<file path="config.mk">
export PLATFORM = sky130hd
export DESIGN_NAME = instruction_fetch
export DESIGN_NICKNAME = d
export VERILOG_FILES = /design/src/rtl/mips_fetch_pkg.sv /design/src/rtl/fetch_fifo.sv /design/src/rtl/instruction_fetch.sv
export SDC_FILE = /design/constraint.sdc
export NUM_CORES = 1
export LEC_CHECK = 0
export CORE_MARGIN = 2
export CORE_UTILIZATION = 39
export CTS_BUF_LIST = sky130_fd_sc_hd__clkbuf_8
export CTS_CLUSTER_SIZE = 24
export DETAILED_ROUTE_END_ITERATION = 10
export GPL_TIMING_DRIVEN = 0
export SLEW_MARGIN = 5
export SYNTH_ARGS = -nofsm -noshare
export SYNTH_HDL_FRONTEND = slang
export SYNTH_HIERARCHICAL = 1
export SYNTH_SLANG_ARGS = --single-unit
</file>
<file path="constraint.sdc">
create_clock -name clock -period 9.1 [get_ports clock]
set_input_delay 2.73 -clock clock [delete_from_list [all_inputs] [get_ports clock]]
set_output_delay 2.73 -clock clock [all_outputs]
set_load 0.03 [all_outputs]
</file>
<file path="src/rtl/mips_fetch_pkg.sv">
// Shared types and constants for the instruction fetch stage.
package mips_fetch_pkg;

   localparam int          FETCH_ADDR_W = 32;
   localparam int          FETCH_DATA_W = 32;
   localparam logic [31:0] FETCH_NOP    = 32'h0000_0000;

   typedef enum logic [1:0] {
      IDLE  = 2'd0,
      REQ   = 2'd1,
      WAIT  = 2'd2,
      DRAIN = 2'd3
   } fetch_state_t;

   // Buffer entry layout at the default widths; the top packs the same order.
   typedef struct packed {
      logic [FETCH_ADDR_W-1:0] pc;
      logic [FETCH_DATA_W-1:0] data;
      logic                    fault;
   } fetch_entry_t;

endpackage

</file>
<file path="src/rtl/fetch_fifo.sv">
// Synchronous FIFO with clear; when empty the head output holds the last
// presented entry instead of exposing stale storage.
module fetch_fifo #(
   parameter int WIDTH = 64,
   parameter int DEPTH = 2
) (
   input  logic                    clock,
   input  logic                    reset,
   input  logic                    clear,
   input  logic                    push,
   input  logic [WIDTH-1:0]        push_data,
   input  logic                    pop,
   output logic [WIDTH-1:0]        head,
   output logic                    empty,
   output logic [$clog2(DEPTH):0]  count
);

   localparam int             PTR_W   = $clog2(DEPTH);
   localparam logic [PTR_W:0] DEPTH_C = (PTR_W + 1)'(DEPTH);

   logic [WIDTH-1:0] mem [DEPTH];
   logic [PTR_W-1:0] wr_ptr;
   logic [PTR_W-1:0] rd_ptr;
   logic [WIDTH-1:0] hold_q;
   logic             full;
   logic             push_ok;
   logic             pop_ok;

   assign empty   = (count == '0);
   assign full    = (count == DEPTH_C);
   assign push_ok = push && !full;
   assign pop_ok  = pop && !empty;
   assign head    = empty ? hold_q : mem[rd_ptr];

   always_ff @(posedge clock or negedge reset) begin
      if (!reset) begin
         wr_ptr <= '0;
         rd_ptr <= '0;
         count  <= '0;
         hold_q <= '0;
      end else begin
         if (!empty) begin
            hold_q <= mem[rd_ptr];
         end
         // Clear wins over any push or pop in the same cycle.
         if (clear) begin
            wr_ptr <= '0;
            rd_ptr <= '0;
            count  <= '0;
         end else begin
            if (push_ok) begin
               wr_ptr <= wr_ptr + 1'b1;
            end
            if (pop_ok) begin
               rd_ptr <= rd_ptr + 1'b1;
            end
            if (push_ok && !pop_ok) begin
               count <= count + 1'b1;
            end else if (pop_ok && !push_ok) begin
               count <= count - 1'b1;
            end
         end
      end
   end

   always_ff @(posedge clock) begin
      if (push_ok && !clear) begin
         mem[wr_ptr] <= push_data;
      end
   end

endmodule

</file>
<file path="src/rtl/instruction_fetch.sv">
// Instruction fetch: one outstanding word read per accepted PC, results buffered
// for decode. Optional FETCH_ALIGN_CHECK_EN turns misaligned PCs into fault entries.
module instruction_fetch
   import mips_fetch_pkg::*;
#(
   parameter int ADDR_W     = FETCH_ADDR_W,
   parameter int DATA_W     = FETCH_DATA_W,
   parameter int FIFO_DEPTH = 2
) (
   input  logic               clock,
   input  logic               reset,
   input  logic [ADDR_W-1:0]  pc_in,
   input  logic               pc_valid,
   output logic               pc_ready,
   output logic               mem_req_valid,
   output logic [ADDR_W-1:0]  mem_req_addr,
   input  logic               mem_req_ready,
   input  logic               mem_rsp_valid,
   input  logic [DATA_W-1:0]  mem_rsp_data,
   input  logic               flush,
   output logic               inst_valid,
   output logic [DATA_W-1:0]  inst_data,
   output logic [ADDR_W-1:0]  inst_pc,
   input  logic               inst_ready,
`ifdef FETCH_ALIGN_CHECK_EN
   output logic               inst_fault,
`endif
   output fetch_state_t       dbg_state
);

   // Handshakes: a transfer happens on a rising edge where valid && ready are
   // both high; the sender holds valid and its payload stable until then.
   // mem_rsp_valid is the exception: a one-cycle pulse with no ready.

`ifdef FETCH_ALIGN_CHECK_EN
   localparam int ENTRY_W = ADDR_W + DATA_W + 1;
`else
   localparam int ENTRY_W = ADDR_W + DATA_W;
`endif
   localparam int                      CNT_W   = $clog2(FIFO_DEPTH) + 1;
   localparam logic [CNT_W-1:0]        DEPTH_C = CNT_W'(FIFO_DEPTH);

   fetch_state_t       state_q;
   fetch_state_t       state_d;
   logic [ADDR_W-1:0]  addr_q;
   logic               capture;
   logic               push;
   logic               pop;
   logic [ENTRY_W-1:0] push_entry;
   logic [ENTRY_W-1:0] head_entry;
   logic               fifo_empty;
   logic [CNT_W-1:0]   fifo_count;

   always_comb begin
      state_d       = state_q;
      pc_ready      = 1'b0;
      mem_req_valid = 1'b0;
      capture       = 1'b0;
      push          = 1'b0;
`ifdef FETCH_ALIGN_CHECK_EN
      push_entry    = {addr_q, mem_rsp_data, 1'b0};
`else
      push_entry    = {addr_q, mem_rsp_data};
`endif
      unique case (state_q)
         IDLE: begin
            // The buffer slot is reserved before issue since responses cannot stall.
            pc_ready = reset && !flush && (fifo_count < DEPTH_C);
            if (pc_valid && pc_ready) begin
`ifdef FETCH_ALIGN_CHECK_EN
               if (pc_in[1:0] != 2'b00) begin
                  push       = 1'b1;
                  push_entry = {pc_in, DATA_W'(FETCH_NOP), 1'b1};
               end else begin
                  capture = 1'b1;
                  state_d = REQ;
               end
`else
               capture = 1'b1;
               state_d = REQ;
`endif
            end
         end
         REQ: begin
            mem_req_valid = 1'b1;
            if (flush) begin
               state_d = mem_req_ready ? DRAIN : IDLE;
            end else if (mem_req_ready) begin
               state_d = WAIT;
            end
         end
         WAIT: begin
            if (flush) begin
               state_d = mem_rsp_valid ? IDLE : DRAIN;
            end else if (mem_rsp_valid) begin
               push    = 1'b1;
               state_d = IDLE;
            end
         end
         DRAIN: begin
            if (mem_rsp_valid) begin
               state_d = IDLE;
            end
         end
         default: state_d = IDLE;
      endcase
   end

   // addr_q is both the request address and the PC tagged onto the response.
   always_ff @(posedge clock or negedge reset) begin
      if (!reset) begin
         state_q <= IDLE;
         addr_q  <= '0;
      end else begin
         state_q <= state_d;
         if (capture) begin
            addr_q <= pc_in;
         end
      end
   end

   fetch_fifo #(
      .WIDTH (ENTRY_W),
      .DEPTH (FIFO_DEPTH)
   ) u_fifo (
      .clock     (clock),
      .reset     (reset),
      .clear     (flush),
      .push      (push),
      .push_data (push_entry),
      .pop       (pop),
      .head      (head_entry),
      .empty     (fifo_empty),
      .count     (fifo_count)
   );

   assign mem_req_addr = addr_q;
   assign inst_valid   = !fifo_empty;
   assign pop          = inst_valid && inst_ready;
   assign dbg_state    = state_q;
`ifdef FETCH_ALIGN_CHECK_EN
   assign {inst_pc, inst_data, inst_fault} = head_entry;
`else
   assign {inst_pc, inst_data} = head_entry;
`endif

endmodule

</file>
==> results of run 1 <==
[cells in the mapped netlist]
| library cell | number |
|---|---|
| clkbuf_2 | 3 |
| nor2b_1 | 4 |
| buf_6 | 7 |
| nor3_1 | 2 |
| nand2b_1 | 2 |
| o21ai_0 | 18 |
| xnor2_1 | 1 |
| nand2b_4 | 1 |
| o21ai_1 | 49 |
| xor2_1 | 1 |
| o211ai_1 | 1 |
| nor2_1 | 1 |
| clkbuf_1 | 1 |
| or2_0 | 1 |
| or4_4 | 1 |
| buf_2 | 7 |
| nand2_1 | 67 |
| nand3_1 | 1 |
| nor2_2 | 1 |
| mux2_2 | 3 |
| inv_1 | 2 |
| buf_1 | 1 |
| dfrtp_1 | 102 |
| a21o_1 | 2 |
| or3_1 | 1 |
| nand3b_1 | 1 |
| a21oi_1 | 4 |
| edfxtp_1 | 128 |
| mux2i_1 | 65 |
| nor4_1 | 1 |
| mux2_4 | 29 |
| buf_4 | 6 |
| nor3b_1 | 2 |
[how the worst min path moves through the flow]
| stage | startpoint | end | slack (ns) |
|---|---|---|---|
| 6_report | u_fifo/hold_q[3]$_DFF_PN0_ | u_fifo/hold_q[3]$_DFF_PN0_ | 0.49 |
| 5_1_grt | u_fifo/hold_q[41]$_DFF_PN0_ | u_fifo/hold_q[41]$_DFF_PN0_ | 0.51 |
| 4_1_cts | mem_req_addr[0]$_DFFE_PN0P_ | u_fifo/mem[1][32]$_DFFE_PP_ | 0.50 |
| 3_5_place_dp | mem_req_addr[0]$_DFFE_PN0P_ | u_fifo/mem[1][32]$_DFFE_PP_ | 0.48 |
| 3_3_place_gp | u_fifo/hold_q[26]$_DFF_PN0_ | u_fifo/hold_q[26]$_DFF_PN0_ | 0.47 |
| 2_1_floorplan | u_fifo/wr_ptr$_DFFE_PN0P_ | u_fifo/wr_ptr$_DFFE_PN0P_ | 0.53 |
[metal layers]
metal	global-route usage, %	wire length (um)	vias to the layer above
li1	-	-	2335
met3	4.76	1270	36
met2	27.3	9060	150
met1	20.6	7690	2457
met5	0	0	-
met4	5.61	465	0
[area by class of cell]
| type | instances | area, um^2 | area share [%] |
|---|---|---|---|
| tap | 275 | 344 | 3.01 |
| buffer | 25 | 181 | 1.59 |
| clock buffer | 40 | 551 | 4.82 |
| timing repair buffer | 187 | 1880 | 16.5 |
| clock inverter | 30 | 150 | 1.32 |
| inverter | 2 | 7.51 | 0.0658 |
| sequential | 230 | 6400 | 56.0 |
| multi-input combinational | 259 | 1910 | 16.7 |
[registers in the layout, indices dropped and copies added (netlist names)]
name and flops:
dbg_state 2, u_fifo/rd_ptr 1, mem_req_addr 32, u_fifo/wr_ptr 1, u_fifo/count 2, u_fifo/hold_q 64
u_fifo/mem 128
[critical path: cells and delay by family]
kind	cells	cell delay, ns
buffers and inverters	2	1.34
AND/OR/NAND/NOR	2	0.42
[cell families after synthesis]
family	Yosys count	synth area share [%]
compound gates	74	4.46
flops	230	75.4
simple gates	86	4.49
buf+inv	27	2.23
mux	97	13.2
xor+xnor	2	0.207
[power groups by stage]
stage          combinational (uW)  clock (uW)  sequential, uW
2_1_floorplan                 583           0            1620
3_3_place_gp                 1290           0            1490
3_5_place_dp                 1300           0            1500
4_1_cts                      1310         850            1490
5_1_grt                      1370         898            1510
6_report                     1300         822            1480
[stage by stage]
stage / cell area, um^2 / hold slack [ns] / TNS (ns)
3_3_place_gp: 10500 / 0.472 / -424.47
2_1_floorplan: 8480 / 0.529 / 0
5_1_grt: 11400 / 0.512 / 0
6_report: 11400 / 0.490 / 0
4_1_cts: 11400 / 0.498 / 0
3_5_place_dp: 10700 / 0.484 / 0
==> flow_summary.json, run 1 <==
{
  "fin_skew_ns": 0.0125,
  "coreArea_um2": 21200,
  "yosysUniqueCellTypes": 33,
  "period_share_pct": 79.4,
  "start_util_pct": 40.1,
  "r2r_slack_ns": 6.28,
  "grt_remaining_overflow": 0,
  "synth_seq_cells": 230,
  "post-route-util_pct": 54.0,
  "wl_per_cell_um": 17.6,
  "diodes": 0,
  "htree_num_levels": 2,
  "row_count": 53,
  "synth_seq_area_share_pct": 75.4,
  "cts_made_buffers": 39,
  "cts_hold_buffers": 0,
  "cts_num_sinks": 230,
  "critPathLaunch": "flush",
  "finalHoldViolCount": 0,
  "slew_headroom_pct": 44.6,
  "fin_ws_ns": 1.87,
  "antenna_left": 0,
  "io_buffers": 171,
  "setup_viol": 0,
  "cp_cell_sequence": "clkdlybuf4s50_1 > nand2b_4 > nor4_1 > clkdlybuf4s50_1",
  "worstPathArrival_ns": 4.50,
  "power_frac_clock_pct": 22.8,
  "hold_path_depth": 2,
  "r2r_end": "u_fifo/mem[1][55]$_DFFE_PP_",
  "synth_area_leaders": "edfxtp_1, dfrtp_1, mux2i_1",
  "internal_power_uw": 2350,
  "maxCapViolCount": 0,
  "peakVddDrop_v": 0.000168,
  "finalPower_uw": 3600,
  "worstSetupEndpointType": "output pin",
  "slew_viol_final": 0,
  "min-delay-path-class": "reg -> reg",
  "worstPathRequired_ns": 6.37,
  "routed_via_density": 4.75,
  "reg2regPathDepth": 7,
  "synth_area_um2": 8480,
  "clk_latency_ns": 0.51,
  "synth_area_per_cell_um2": 16.4,
  "area_delta_synth_final_pct": 34.6,
  "cts_root_buffer": "clkbuf_8",
  "path_class": "in -> out",
  "power_leakage_uw": 0.00444,
  "yosysTopAreaCellShare_pct": 45.3,
  "pwr-share-comb_pct": 36.0,
  "grt_max_degree": 61,
  "cts.clk_slew.worst_paths_ns": 0.06,
  "synthCells": 516,
  "place.gp.congestion": 0.724,
  "path_max_fanout": 10,
  "dp_hpwl_um": 12700,
  "antenna_found_initial": 0,
  "cts_setup_buffers": 0,
  "yosysWarningCount": 6,
  "nFillCells": 1783,
  "power_frac_seq_pct": 41.2,
  "drc": 0,
  "p_sw_share_pct": 34.7,
  "yosysTopAreaCell": "edfxtp_1",
  "cts_tree": "built",
  "grt_pass1_vias": 5376,
  "layout_min_cycle_time_ns": 7.23,
  "drive_gt1_share_pct": 16.2,
  "syn_nets": 587,
  "grt_pass1_wl_um": 28600,
  "dp.cells": 978,
  "endpoint": "pc_ready",
  "io_pins": 172,
  "critPathLaunchType": "input pin",
  "cts_resized": 0,
  "rsz0062_at_grt": "false",
  "drt-initial-drc-count": 177,
  "cp_slowest_stage_delay_ns": 0.72,
  "pre_cts_ws_ns": 1.83,
  "wl_um": 18500,
  "tightest_slew_ns": 0.827,
  "first_pass_iters": 4,
  "max_freq_mhz": 138,
  "cts_buffer_depth": 3,
  "p_per_area_nw_per_um2": 316,
  "die_w_um": 151,
  "rr_startpoint": "dbg_state[1]$_DFFE_PN0P_",
  "gr-usage-all-layers_pct": 16.4,
  "finalNonFillerCells": 1048,
  "vias": 4978,
  "fin_nets": 815,
  "final_common_cell": "clkdlybuf4s50_1",
  "slowest_stage": "clkdlybuf4s50_1",
  "worst_path_most_repeated_cell": "clkdlybuf4s50_1",
  "status": "finished clean",
  "fp.dieH_um": 151,
  "die-area_um2": 22900,
  "final_cell_mix": "clkdlybuf4s50_1, edfxtp_1, dfrtp_1, nand2_1, mux2i_1",
  "p_switching_uw": 1250
}
(Power assumes the default switching activity.)
==> run 2, diff against run 1 <==
- PLACE_DENSITY: not set -> 0.66
- clock period: 9.1 -> 6.4 ns (I/O delays scaled with it)
==> run 2 against run 1 <==
  * Cell count shrank 0.48%
  * First-iteration DRC count grew 1.1%
  * Sequential power grew 43%
==> flow_summary.json, run 2 (synthesized netlist as in run 1, its figures left out) <==
{
  "cts_tree": "built",
  "rsz0062_at_grt": "false",
  "fin_ws_ns": 0.683,
  "grt_pass1_vias": 5382,
  "antenna_left": 0,
  "top_usage_layer": "met2",
  "drive_gt1_share_pct": 15.6,
  "drt-initial-drc-count": 179,
  "tightest_slew_ns": 0.824,
  "grt_pass1_wl_um": 28000,
  "start_util_pct": 40.1,
  "first_pass_iters": 5,
  "holdWs_ns": 0.493,
  "worstPathArrival_ns": 3.80,
  "fp.dieH_um": 151,
  "place_area_um2": 10800,
  "min-delay-path-class": "reg -> reg",
  "coreArea_um2": 21200,
  "path_class": "in -> out",
  "diodes": 0,
  "finalHoldViolCount": 0,
  "gr-usage-all-layers_pct": 16.0,
  "fin_area_um2": 11500,
  "grt.met2_usage_pct": 27.6,
  "p_per_area_nw_per_um2": 445,
  "path_max_fanout": 10,
  "dp.cells": 972,
  "peakVddDrop_v": 0.000318,
  "area_delta_synth_final_pct": 35.4,
  "vias": 4915,
  "antenna_found_initial": 1,
  "top_register": "u_fifo/mem",
  "io_buffers": 171,
  "cts_root_buffer": "clkbuf_8",
  "worstSetupEndpointType": "output pin",
  "wl_per_cell_um": 17.1,
  "cts_num_sinks": 230,
  "r2r_slack_ns": 3.62,
  "slew_viol_final": 0,
  "worstPathRequired_ns": 4.48,
  "htree_num_levels": 2,
  "cts_resized": 0,
  "met3_usage_pct": 4.61,
  "slew_headroom_pct": 44.9,
  "layout_min_cycle_time_ns": 5.72,
  "final_cell_mix": "clkdlybuf4s50_1, edfxtp_1, dfrtp_1, nand2_1, mux2i_1",
  "grt_remaining_overflow": 0,
  "post-route-util_pct": 54.3,
  "fin_nets": 809,
  "place.gp.congestion": 0.708,
  "die-area_um2": 22900,
  "cts_hold_buffers": 0,
  "cts_made_buffers": 39,
  "wl_um": 17900,
  "grt_util_met1_pct": 19.2,
  "dp_hpwl_um": 12200,
  "cts_setup_buffers": 0,
  "fin_skew_ns": 0.0233,
  "status": "finished clean",
  "row_count": 53,
  "pre_cts_ws_ns": 0.678,
  "die_w_um": 151,
  "finalNonFillerCells": 1043,
  "io_pins": 172,
  "clk_latency_ns": 0.52,
  "setup_viol": 0,
  "cts.clk_slew.worst_paths_ns": 0.06,
  "power_leakage_uw": 0.00445,
  "maxCapViolCount": 0,
  "cts_buffer_depth": 3,
  "final_common_cell": "clkdlybuf4s50_1",
  "critPathLaunchType": "input pin",
  "drc": 0,
  "period_share_pct": 89.3,
  "routed_via_density": 4.71,
  "largest_register_ffs": 128,
  "max_freq_mhz": 175,
  "grt_max_degree": 59
}
## run 2: changes by cell type in the layout (fill, tap and decap cells not counted), sizes merged
cell	change
buf	-6
bufinv	-1
clkbuf	+3
clkinv	-3
inv	+2
## run 2: area by class of cell
type,instances,area (um^2)
well taps,275,344
fillers,1721,9670
inverters,2,7.51
plain buffers,25,181
clock buffers,43,592
multi-input cells,259,1920
repair buffers,181,1930
clock inverters,28,119
flip-flops and latches,230,6400
## run 2: worst max-delay path: stages
cell	delay (ns)
clkdlybuf4s50_1	0.67
nand2b_4	0.27
nor4_1	0.20
clkdlybuf4s50_1	0.73
## run 2: power by group
part           internal [uW]  leakage (uW)  total (uW)  switching (uW)
sequential              1940       0.00242        2110             172
combinational            787       0.00161        1840            1050
clock                    618      0.000432        1160             546
total                   3340       0.00445        5110            1770
## run 2: worst paths after layout
check	cells past startpoint	endpoint	startpoint
worst max-delay path	4	pc_ready	flush
worst min-delay path	2	u_fifo/hold_q[63]$_DFF_PN0_	u_fifo/hold_q[63]$_DFF_PN0_
worst max register to register	6	u_fifo/mem[0][19]$_DFFE_PP_	dbg_state[1]$_DFFE_PN0P_
worst min register to register	2	u_fifo/hold_q[63]$_DFF_PN0_	u_fifo/hold_q[63]$_DFF_PN0_
max in group asynchronous	2	u_fifo/hold_q[44]$_DFF_PN0_	reset
min in group asynchronous	1	u_fifo/hold_q[12]$_DFF_PN0_	reset
## run 2: layer usage
metal  part of all wire (%)  vias to the layer above
li1                       -                     2330
met1                     40                     2411
met2                     51                      149
met3                    6.7                       25
met4                    1.5                        0
met5                      0                        -
## run 2: through the flow
stage / total power (uW) / TNS, ns
floorplan: 3140 / 0
global placement: 3940 / -308.52
detailed placement: 3990 / 0
CTS: 5180 / 0
global route: 5370 / 0
finish: 5110 / 0
